--- src/rtl/div_pkg.sv ---
// Shared types and sign helpers for the sequential restoring divider.
// Helpers work on a MAX_W-bit container; callers cast to their own width.
package div_pkg;

  typedef enum logic [1:0] {
    S_IDLE = 2'd0,
    S_ITER = 2'd1,
    S_FIX  = 2'd2
  } state_e;

  typedef enum logic [1:0] {
    ERR_NONE = 2'd0,
    ERR_ZERO = 2'd1,
    ERR_OVF  = 2'd2
  } err_e;

  localparam int MAX_W = 128;
  localparam int IDX_W = $clog2(MAX_W);

  function automatic logic [MAX_W-1:0] cond_neg(input logic [MAX_W-1:0] v, input logic neg);
    return neg ? (~v + MAX_W'(1)) : v;
  endfunction

  // w is the operand width inside the container; the sign bit is v[w-1]
  function automatic logic sign_of(input logic [MAX_W-1:0] v, input int w, input logic is_signed);
    return is_signed & v[IDX_W'(w - 1)];
  endfunction

  function automatic logic [MAX_W-1:0] mag(input logic [MAX_W-1:0] v, input int w, input logic is_signed);
    return cond_neg(v, sign_of(v, w, is_signed));
  endfunction

endpackage

--- src/rtl/div_step.sv ---
// One restoring division step on a 2W-bit partial remainder.
// Upper W bits are always < divisor on entry, so the difference fits in W bits.
module div_step #(
  parameter int WIDTH = 32
) (
  input  logic [2*WIDTH-1:0] rem_i,
  input  logic [WIDTH-1:0]   dsr_i,
  output logic [2*WIDTH-1:0] rem_o,
  output logic               q_o
);

  logic [WIDTH:0]   top;
  logic [WIDTH-1:0] diff;

  assign top   = rem_i[2*WIDTH-1:WIDTH-1];
  assign q_o   = (top >= {1'b0, dsr_i});
  assign diff  = top[WIDTH-1:0] - dsr_i;
  assign rem_o = {(q_o ? diff : top[WIDTH-1:0]), rem_i[WIDTH-2:0], 1'b0};

endmodule

--- src/rtl/div_seq.sv ---
// Sequential restoring divider, 2W/W, signed or unsigned, 1 or 2 quotient bits per cycle.
// WIDTH must be even, >= 8 and <= 64.
//   state  | meaning
//   S_IDLE | waiting for start; results and flags held
//   S_ITER | resolving BITS_PER_CYCLE quotient bits per cycle
//   S_FIX  | sign correction, range check, result/flag update, done pulse
module div_seq
  import div_pkg::*;
#(
  parameter int WIDTH          = 32,
  parameter int BITS_PER_CYCLE = 1
) (
  input  logic               clk,
  input  logic               rst_n,
  input  logic               start,
  input  logic               signed_div,
  input  logic [2*WIDTH-1:0] dividend,
  input  logic [WIDTH-1:0]   divisor,
  output logic               busy,
  output logic               done,
  output logic [WIDTH-1:0]   quotient,
  output logic [WIDTH-1:0]   remainder,
  output logic               div_zero,
  output logic               overflow
);

  localparam int K     = WIDTH / BITS_PER_CYCLE;
  localparam int CNT_W = $clog2(K) + 1;
  localparam logic [WIDTH-1:0] HALF = {1'b1, {(WIDTH-1){1'b0}}};

  state_e             state_q, state_d;
  err_e               err_q, err_d;
  logic               signed_q, signed_d;
  logic               qneg_q, qneg_d;
  logic               rneg_q, rneg_d;
  logic [CNT_W-1:0]   cnt_q, cnt_d;
  logic [2*WIDTH-1:0] rem_q, rem_d;
  logic [WIDTH-1:0]   dsr_q, dsr_d;
  logic [WIDTH-1:0]   quo_q, quo_d;
  logic [WIDTH-1:0]   quotient_q, quotient_d;
  logic [WIDTH-1:0]   remainder_q, remainder_d;
  logic               done_q, done_d;
  logic               dz_q, dz_d;
  logic               ovf_q, ovf_d;

  logic               dvd_neg, dsr_neg;
  logic [2*WIDTH-1:0] dvd_mag;
  logic [WIDTH-1:0]   dsr_mag;
  logic               rng_ovf;

  assign dvd_neg = sign_of(MAX_W'(dividend), 2*WIDTH, signed_div);
  assign dsr_neg = sign_of(MAX_W'(divisor), WIDTH, signed_div);
  assign dvd_mag = (2*WIDTH)'(mag(MAX_W'(dividend), 2*WIDTH, signed_div));
  assign dsr_mag = WIDTH'(mag(MAX_W'(divisor), WIDTH, signed_div));

  // Steps chained combinationally; quotient bits come out MSB first
  logic [2*WIDTH-1:0]        chain [BITS_PER_CYCLE+1];
  logic [BITS_PER_CYCLE-1:0] qbits;

  assign chain[0] = rem_q;

  for (genvar g = 0; g < BITS_PER_CYCLE; g++) begin : g_step
    div_step #(.WIDTH(WIDTH)) u_step (
      .rem_i (chain[g]),
      .dsr_i (dsr_q),
      .rem_o (chain[g+1]),
      .q_o   (qbits[BITS_PER_CYCLE-1-g])
    );
  end

  // Magnitude fits in W bits here; only the signed range can still overflow
  assign rng_ovf = signed_q & (qneg_q ? (quo_q > HALF) : quo_q[WIDTH-1]);

  always_comb begin
    state_d     = state_q;
    err_d       = err_q;
    signed_d    = signed_q;
    qneg_d      = qneg_q;
    rneg_d      = rneg_q;
    cnt_d       = cnt_q;
    rem_d       = rem_q;
    dsr_d       = dsr_q;
    quo_d       = quo_q;
    quotient_d  = quotient_q;
    remainder_d = remainder_q;
    done_d      = 1'b0;
    dz_d        = dz_q;
    ovf_d       = ovf_q;

    case (state_q)
      S_IDLE: begin
        if (start) begin
          signed_d = signed_div;
          qneg_d   = dvd_neg ^ dsr_neg;
          rneg_d   = dvd_neg;
          rem_d    = dvd_mag;
          dsr_d    = dsr_mag;
          quo_d    = '0;
          cnt_d    = CNT_W'(K - 1);
          if (dsr_mag == '0) begin
            err_d   = ERR_ZERO;
            state_d = S_FIX;
          end else if (dvd_mag[2*WIDTH-1:WIDTH] >= dsr_mag) begin
            err_d   = ERR_OVF;
            state_d = S_FIX;
          end else begin
            err_d   = ERR_NONE;
            state_d = S_ITER;
          end
        end
      end

      S_ITER: begin
        rem_d = chain[BITS_PER_CYCLE];
        quo_d = {quo_q[WIDTH-BITS_PER_CYCLE-1:0], qbits};
        if (cnt_q == '0) begin
          state_d = S_FIX;
        end else begin
          cnt_d = cnt_q - CNT_W'(1);
        end
      end

      S_FIX: begin
        done_d  = 1'b1;
        state_d = S_IDLE;
        case (err_q)
          ERR_ZERO: begin
            dz_d  = 1'b1;
            ovf_d = 1'b0;
          end
          ERR_OVF: begin
            dz_d  = 1'b0;
            ovf_d = 1'b1;
          end
          default: begin
            dz_d = 1'b0;
            if (rng_ovf) begin
              ovf_d = 1'b1;
            end else begin
              ovf_d       = 1'b0;
              quotient_d  = WIDTH'(cond_neg(MAX_W'(quo_q), qneg_q));
              remainder_d = WIDTH'(cond_neg(MAX_W'(rem_q[2*WIDTH-1:WIDTH]), rneg_q));
            end
          end
        endcase
      end

      default: state_d = S_IDLE;
    endcase
  end

  always_ff @(posedge clk or negedge rst_n) begin
    if (!rst_n) begin
      state_q     <= S_IDLE;
      err_q       <= ERR_NONE;
      signed_q    <= 1'b0;
      qneg_q      <= 1'b0;
      rneg_q      <= 1'b0;
      cnt_q       <= '0;
      rem_q       <= '0;
      dsr_q       <= '0;
      quo_q       <= '0;
      quotient_q  <= '0;
      remainder_q <= '0;
      done_q      <= 1'b0;
      dz_q        <= 1'b0;
      ovf_q       <= 1'b0;
    end else begin
      state_q     <= state_d;
      err_q       <= err_d;
      signed_q    <= signed_d;
      qneg_q      <= qneg_d;
      rneg_q      <= rneg_d;
      cnt_q       <= cnt_d;
      rem_q       <= rem_d;
      dsr_q       <= dsr_d;
      quo_q       <= quo_d;
      quotient_q  <= quotient_d;
      remainder_q <= remainder_d;
      done_q      <= done_d;
      dz_q        <= dz_d;
      ovf_q       <= ovf_d;
    end
  end

  assign busy      = (state_q != S_IDLE);
  assign done      = done_q;
  assign quotient  = quotient_q;
  assign remainder = remainder_q;
  assign div_zero  = dz_q;
  assign overflow  = ovf_q;

endmodule

--- config.mk ---
export PLATFORM = sky130hd
export DESIGN_NAME = div_seq
export DESIGN_NICKNAME = d
export VERILOG_FILES = /design/src/rtl/div_pkg.sv /design/src/rtl/div_step.sv /design/src/rtl/div_seq.sv
export SDC_FILE = /design/constraint.sdc
export NUM_CORES = 1
export LEC_CHECK = 0
export CAP_MARGIN = 30
export CORE_MARGIN = 2
export CORE_UTILIZATION = 58
export DETAILED_ROUTE_END_ITERATION = 8
export PLACE_DENSITY = 0.85
export SLEW_MARGIN = 20
export SYNTH_ARGS = -nofsm -noshare
export SYNTH_HDL_FRONTEND = slang
export SYNTH_HIERARCHICAL = 1
export SYNTH_SLANG_ARGS = --single-unit
--- constraint.sdc ---
create_clock -name clk -period 4 [get_ports clk]
set_input_delay 1 -clock clk [delete_from_list [all_inputs] [get_ports clk]]
set_output_delay 1 -clock clk [all_outputs]
set_load 0.1 [all_outputs]
==> After elaboration in Yosys (flattened, before gate mapping) <==
Index checks and enable logic that the tools add are counted.
{ "word_totals": {"register_bits": 208, "in_bits": 100, "output_inout_bits": 68, "elab_cells": 75} }
{ "classes": {"addsub": 6, "n_lt_le_gt_ge": 3, "n_eq_ne": 7, "mux": 24, "bitwise_logic": 10, "n_reduce_logical": 11} }
{ "op_table": {"columns": ["operator", "n"], "rows": [
  ["2-to-1 mux 32 bit", 5],
  ["2-to-1 mux 64 bit", 2],
  ["one-hot mux 64 bit (2 select lines)", 1],
  ["adder 32 x 1 -> 32 bit, second input constant", 3],
  ["inverter 32 bit", 3],
  ["adder 64 x 1 -> 64 bit, second input constant", 1],
  ["inverter 64 bit", 1],
  ["one-hot mux 32 bit (2 select lines)", 1],
  [">= comparator 33 x 32 -> 1 bit", 1],
  [">= comparator 32 bit", 1],
  ["greater-than comparator 32 bit, second input constant", 1],
  ["zero test 32 bit", 1],
  ["subtractor 32 bit", 1],
  ["2-to-1 mux 2 bit", 6],
  ["2-to-1 mux 6 bit", 2],
  ["one-hot mux 6 bit (2 select lines)", 1],
  ["zero test 6 bit", 1],
  ["!= test 2 bit, second input constant", 3],
  ["AND reduction 2 bit", 3],
  ["AND reduction 3 bit", 2],
  ["subtractor 6 x 1 -> 6 bit, second input constant", 1],
  ["equality test 2 x 1 -> 1 bit, second input constant", 2],
  ["equality test 2 bit, second input constant", 2],
  ["2-to-1 mux 1 bit", 4],
  ["other kinds (8)", 12]
]} }

==> Depth between registers and ports, before layout <==
Gate-level depths: netlist of the first run.
{ "logic_depth": {"depth_word": 8, "ltp_mapped": 19, "depth_no_buf": 18} }

==> By module <==
Netlist of the first run, hierarchy kept.
{ "by_module_without_submodules": {"columns": ["module", "instances", "cells_each", "area_each_um2", "seq_area_each_um2"], "rows": [
  ["div_seq", 1, 1561, 13076.3, 5205.0],
  ["div_step", 1, 356, 2575.0, 0.0]
]} }

==> Worst setup path before layout of the first run <==
OpenSTA, ideal clock, no wires.
{ "synth_timing": {"kind": "input port to flip-flop", "start": "in dividend[14]", "end": "reg state_q[1]", "setup_ns": 0.163, "t_arrival_ns": 4.845, "required_ns": 3.837, "slack_ns": -1.008, "path_stages": 15, "path_buffers": 0, "cell_sequence": "or4_4 -> or4_4 -> nor3b_1 -> nand2_1 -> nor3_1 -> nor2_1 -> xor2_1 -> ha_1 -> a21o_1 -> a31oi_1 -> o211ai_1 -> a2111oi_0 -> o41ai_1 -> a2111oi_0 -> o221ai_1"} }
{ "synth_between": {"elab_chain_len": 8} }
{ "synth_lines": {"columns": ["item", "line", "text"], "rows": [
  ["start, declared", "div_seq.sv:17", "input logic [2*WIDTH-1:0] dividend,"],
  ["inverter 64 bit", "div_pkg.sv:21", "return neg ? (~v + MAX_W'(1)) : v;"],
  ["adder 64 x 1 -> 64 bit", "div_pkg.sv:21", null],
  ["2-to-1 mux 64 bit", "div_pkg.sv:21", null],
  [">= comparator 32 bit", "div_seq.sv:103", "end else if (dvd_mag[2*WIDTH-1:WIDTH] >= dsr_mag) begin"],
  ["2-to-1 mux 2 bit", "div_seq.sv:103", null],
  ["2-to-1 mux 2 bit", "div_seq.sv:100", "if (dsr_mag == '0) begin"],
  ["2-to-1 mux 2 bit", "div_seq.sv:92", "if (start) begin"],
  ["one-hot mux 2 bit (2 select lines)", "div_seq.sv:90", "case (state_q)"],
  ["end signal, assigned", "div_seq.sv:169", "state_q <= state_d;"],
  ["end, declared", "div_seq.sv:31", "state_e state_q, state_d;"]
]} }
Every way passes these cells. The select of a mux whose other input is x is not followed.
A chain may end at the register's enable or synchronous reset.

==> Worst setup path after layout of the first run <==
{ "layout_timing": {"start": "in dividend[13]", "end": "reg state_q[0]"} }
Same word-level chain as after synthesis.

==> flow_summary.yaml, run 1 <==
run_status:
  status: "finished with violations"
  violations: "setup timing"
final_layout:
  seq_area_sq_um: 5200
  n_antenna_cell: 0
  final_area_sq_um: 20200
  drive_gt1_frac: 0.183
  syn_to_final_growth_pct: 29.2
  n_fill_cell: 1906
  final_nets: 2403
  multi_input_area_sq_um: 9760
place:
  dp_hpwl_microns: 34800
  placed_area_sq_um: 19100
  portBuffers: 167
  place_congestion: 0.935
  place_ws_ps: -1590
timing:
  rsz0062_at_grt: "true"
  slew_viol_final: 0
  min_period_over_period: 1.15
  max_freq_mhz: 216
  setup_slack_ps: -620
  slew-limit-headroom: 0.337
  min_period_ps: 4620
  hold_viol: 0
  fin_skew_ps: 17.1
  worst_pin_slew_ps: 992
  whs_ps: 473
  setup_viol: 3
global_route:
  grt_use_total: 0.323
  antenna_found_initial: 0
  first_global_vias: 14700
  grt_pass1_wl_microns: 75100
  grt_max_degree: 128
  grt-ovfl-total: 0
worst_hold_path:
  worst_hold_path.endpoint: "quotient[15]$_DFFE_PN0P_"
  hold_path_class: "reg -> reg"
  worstHoldPathCells: 2
  worstHoldStart: "quotient[15]$_DFFE_PN0P_"
setup_path:
  timing.rr.end: "rem_q[54]$_DFFE_PN0P_"
  worstPathRequired_ps: 4460
  r2r_slack_ps: 390
  path_class: "in -> reg"
  crit_arrival_ps: 5080
  critical-path-top-cell-by-count: "buf_4"
  ff2ff_path_depth: 15
  reg2reg_from: "rem_q[41]$_DFFE_PN0P_"
  slowest_delay_ps: 530
  startpoint_type: "input port"
  crit_path_max_fanout: 4
  path_cells: "buf_6 -> or4_4 -> or4_4 -> nor3_4 -> buf_4 -> nand4b_1 -> buf_4 -> buf_4 -> nand2_1 -> xnor2_1 -> ha_1 -> a21oi_1 -> nor2b_1 -> a2111oi_2 -> o41ai_2 -> a2111oi_4 -> buf_4 -> a21oi_2 -> a21oi_1"
  critPathCaptureType: "flop"
  slowest_stage: "or4_4"
pwr:
  swShare: 0.500
  p_int_mw: 8.97
  pwr-share-seq: 0.221
  total_power_mw: 17.9
  power_density_nw_per_um2: 887
  power.switching_mw: 8.96
  leakage_nw: 9.05
  comb_power_share: 0.649
  peakVddDrop_uv: 468
  p_clk_frac: 0.130
floorplanning:
  die_w_microns: 168
  die-area_sq_um: 28300
  start_util: 0.586
  io_pins: 168
  core_sq_um: 26700
  fp.dieH_microns: 168
  std_cell_rows: 60
synth:
  synth_area_leaders: "dfrtp_1 (33%), nand2_1 (7.2%), o21ai_0 (6.3%), ha_1 (5.8%), xor2_1 (5.5%)"
  ys_ff_latch: 208
  synth_flop_cell: "dfrtp_1"
  synthCells: 1917
  yosys_warnings: 6
  synth.distinct_cells: 84
  synth_nets: 2091
  synth.top_cells.by_count: "nand2_1 (299), dfrtp_1 (208), o21ai_0 (196), nor2_1 (123), a21oi_1 (118)"
  yosysMostFrequentCell: "nand2_1"
  yosysTopAreaCell: "dfrtp_1"
  synth-edff-count: 0
  synth_area_sq_um: 15700
  ys_seq_area_frac: 0.333
  synth_top_area_share: 0.333
  syn_avg_cell_area_sq_um: 8.16
  async_flop_share: 1.00
drt:
  route.detailed.drc: 0
  drt-total-wl_microns: 46800
  drtAntennaViolNets: 0
  vias_per_cell: 6.05
  wl_per_cell_microns: 18.1
  drtIter0Drc: 1504
  routed-via-count: 15600
  firstDrtPassIters: 5
clock_tree:
  clkSinkCount: 208
  cts_root_buffer: "clkbuf_16"
  cts_tree: "built"
  clk_path_buf_depth: 3
  clk_pin_slew_ps: 60
  cts_made_buffers: 23
  cts.htree.levels: 1
  clk_latency_ps: 540
run:
  drv_cap: 0
## area by class of cell
cell class | count | share of cell area
Inverter | 63 | 0.0117
Timing Repair Buffer | 436 | 0.186
Sequential cell | 208 | 0.257
Clock inverter | 8 | 0.00910
Multi-Input combinational cell | 1497 | 0.483
Tap cell | 341 | 0.0211
Clock buffer | 30 | 0.0313
## metal layers
metal  part of all wire  track usage  up-vias
met1               0.44        0.455     7465
met3              0.082       0.0536       84
met2               0.45        0.519      671
met4              0.026       0.0877        0
li1                   -            -     7408
met5                  0            0        -
## power by group through the flow
| stage | registers, mW | logic, mW | clock network, mW |
|---|---|---|---|
| floorplan | 5.58 | 7.04 | 0 |
| global placement | 3.88 | 11.0 | 0 |
| detailed placement | 3.95 | 11.3 | 0 |
| CTS | 3.94 | 11.5 | 2.36 |
| global route | 4.09 | 12.5 | 2.43 |
| finish | 3.96 | 11.6 | 2.34 |
## worst max-delay path: cells and delay by family
kind | cells | cell delay, ps
compound gates | 6 | 1290
simple gates | 6 | 1660
buf+inv | 5 | 820
xor+xnor | 1 | 100
fa+ha+maj | 1 | 210
## registers in the layout, summed over array words and instances (netlist names)
name and count:
qneg_q 1, overflow 1, cnt_q 6, quo_q 32, done 1, signed_q 1
rneg_q 1, remainder 32, rem_q 64, div_zero 1, err_q 2, state_q 2
dsr_q 32, quotient 32
## cells by family after synthesis
family          after synthesis  synth area share
fa+ha+maj                    74            0.0596
other cells                   1          0.000240
xor+xnor                    178            0.0996
compound gates              530             0.209
mux                          51            0.0377
buf+inv                     212            0.0611
simple gates                663             0.200
flops                       208             0.333
## how the worst max path moves through the flow
stage	to	depth (start not counted)	start
6_report	state_q[0]$_DFFE_PN0P_	19	dividend[13]
5_1_grt	err_q[1]$_DFFE_PN0P_	20	dividend[19]
4_1_cts	err_q[1]$_DFFE_PN0P_	18	dividend[13]
3_5_place_dp	err_q[1]$_DFFE_PN0P_	17	dividend[14]
3_3_place_gp	err_q[1]$_DFFE_PN0P_	18	dividend[14]
2_1_floorplan	err_q[1]$_DFFE_PN0P_	17	dividend[42]
## cell usage in the layout, fill, tap and decap left out, types with 62 or more instances in the layout
master and n:
nand2_1 293, buf_4 264, xnor2_1 78, inv_1 62, o21ai_0 194, xor2_1 99
nor2_1 120, ha_1 72, a21oi_1 116, dfrtp_1 208, clkdlybuf4s50_1 150
## stage by stage
step / setup TNS [ps] / std cells / utilization
finish: -1810 / 2583 / 0.756
CTS: -1590 / 2577 / 0.751
floorplan: -1910 / 1917 / -
global placement: -5060 / 2531 / 0.713
detailed placement: -6120 / 2532 / 0.714
global route: -2440 / 2583 / 0.756
## what timing repair did
action / 4_1_cts / 5_1_grt
buffers inserted: 7 / 5
hold buffers: 0 / 0
setup endpoints to repair: 3 / 3
resized for setup: 42 / 24
pin swaps: 20 / 17
Power figures use the tool's default switching activity.
==> inputs of run 2 (changes only) <==
CTS_CLUSTER_DIAMETER = 60   (was not set)
SLEW_MARGIN = 30   (was 20)
==> run 2 against run 1 <==
Against the previous run: the run still ends with setup timing left; count of clock-buffer cells in the layout up 4; sequential cell count unchanged; fmax down 0.77%; first-iteration DRC count down 1.7%; clock power about the same; combinational power about the same; sequential share of layout area down 0.12 points; register-to-register slack about the same; clock skew up 6.9 ps; total power down 0.44%; critical path depth up 1; global-route usage down 0.16 points.
==> flow_summary.yaml, run 2 (same netlist as run 1, synthesis figures left out) <==
clock_tree:
  cts_tree: "built"
  clk_latency_ps: 540
  cts.htree.levels: 1
  cts_made_buffers: 26
  clk_pin_slew_ps: 60
  clk_path_buf_depth: 3
  cts_root_buffer: "clkbuf_16"
  clkSinkCount: 208
floorplanning:
  die-area_sq_um: 28300
  die_w_microns: 168
  io_pins: 168
  start_util: 0.586
  core_sq_um: 26700
  fp.dieH_microns: 168
  std_cell_rows: 60
pwr:
  peakVddDrop_uv: 492
  power_density_nw_per_um2: 879
  leakage_nw: 9.13
final_layout:
  final_nets: 2408
  final_cell_mix: "nand2_1 (291), buf_4 (267), dfrtp_1 (208)"
  n_antenna_cell: 0
  top_register: "rem_q"
  largest_register_ffs: 64
  final_common_cell: "nand2_1"
  fin_util: 0.760
  multi_input_area_sq_um: 9820
  drive_gt1_frac: 0.191
  syn_to_final_growth_pct: 29.8
  n_fill_cell: 1887
  seq_area_sq_um: 5200
timing:
  rsz0062_at_grt: "true"
  whs_ps: 474
  min_period_ps: 4660
  slew-limit-headroom: 0.334
  hold_viol: 0
  min_period_over_period: 1.16
  slew_viol_final: 0
  worst_pin_slew_ps: 996
  setup_slack_ps: -655
  setup_viol: 3
  max_freq_mhz: 215
  fin_skew_ps: 24.0
drt:
  firstDrtPassIters: 6
  route.detailed.drc: 0
  routed-via-count: 15700
  wl_per_cell_microns: 18.1
  drt-total-wl_microns: 46800
  vias_per_cell: 6.04
  drtIter0Drc: 1479
  drtAntennaViolNets: 0
setup_path:
  setup.worst_path.end: "err_q[1]$_DFFE_PN0P_"
  reg2reg_from: "rem_q[41]$_DFFE_PN0P_"
  crit_path_max_fanout: 3
  crit_arrival_ps: 5080
  r2r_slack_ps: 400
  path_class: "in -> reg"
  path_cells: "clkdlybuf4s50_1 -> or4_4 -> nand4b_1 -> nor3_4 -> buf_4 -> nand4b_1 -> buf_4 -> nor4_4 -> nor2_1 -> xor2_1 -> ha_1 -> a21o_1 -> a21o_1 -> a21o_1 -> a21oi_2 -> nor2b_2 -> a2111oi_4 -> buf_4 -> nand2_1 -> o211a_1"
  critPathCaptureType: "flop"
  startpoint_type: "input port"
  slowest_delay_ps: 460
  ff2ff_path_depth: 15
  worstPathRequired_ps: 4420
  crit_start: "dividend[10]"
  timing.rr.end: "rem_q[58]$_DFFE_PN0P_"
  slowest_stage: "or4_4"
global_route:
  antenna_found_initial: 0
  grt_max_degree: 128
  grt_use_total: 0.322
  grt_pass1_wl_microns: 74700
  first_global_vias: 14700
  grt-ovfl-total: 0
run_status:
  status: "finished with violations"
  violations: "setup timing"
worst_hold_path:
  hold_path_class: "reg -> reg"
  worstHoldStart: "quotient[15]$_DFFE_PN0P_"
place:
  dp_hpwl_microns: 34600
  portBuffers: 167
  place_congestion: 0.935
run:
  drv_cap: 0
run 2: stage by stage:
stage	instances	setup TNS, ps	setup slack [ps]	cell area [sq um]	total power [mW]
2_1_floorplan	1917	-1910	-646	15700	12.6
3_3_place_gp	2531	-5060	-1500	19100	14.9
3_5_place_dp	2531	-6100	-1620	19100	15.2
4_1_cts	2580	-1680	-574	20100	17.7
5_1_grt	2592	-2340	-808	20300	19.0
6_report	2592	-1910	-655	20300	17.9
run 2: area by class of cell:
cell class / count / share of cell area
Sequential cell: 208 / 0.256
Clock buffer: 34 / 0.0355
Multi-Input combinational cell: 1497 / 0.483
Clock inverter: 11 / 0.00702
Timing Repair Buffer: 438 / 0.185
Inverter: 63 / 0.0116
Tap cell: 341 / 0.0210
run 2: critical path, delay by kind of cell:
family	cells	cell delay (ps)
and+or+nand+nor	8	1500
adders and majority gates	1	300
buffers and inverters	4	990
AOI/OAI and AO/OA	6	1090
xor gates and xnor gates	1	170
run 2: repair_timing:
action,4_1_cts,5_1_grt
hold buffers,0,0
setup endpoints to repair,3,3
pin swaps,20,27
setup buffers,4,12
gates resized for setup,42,39
run 2: metal layers:
| metal | GRT usage | routed length, microns | vias to the layer above |
|---|---|---|---|
| li1 | - | - | 7412 |
| met1 | 0.459 | 20400 | 7440 |
| met2 | 0.508 | 21100 | 697 |
| met3 | 0.0465 | 3840 | 104 |
| met4 | 0.100 | 1520 | 0 |
| met5 | 0 | 0 | - |
run 2: worst min-delay path by stage:
stage	end	slack (ps)	cells past startpoint
floorplan	rem_q[0]$_DFFE_PN0P_	450	2
global placement	quotient[13]$_DFFE_PN0P_	460	2
detailed placement	quotient[15]$_DFFE_PN0P_	470	2
CTS	quotient[15]$_DFFE_PN0P_	480	2
global route	remainder[9]$_DFFE_PN0P_	490	2
finish	quotient[15]$_DFFE_PN0P_	470	2
run 2: report_power, final:
part	switching, mW	internal, mW	leakage (nW)
Combinational	7.09	4.47	6.09
Sequential	0.909	3.04	2.62
Clock	0.938	1.41	0.416
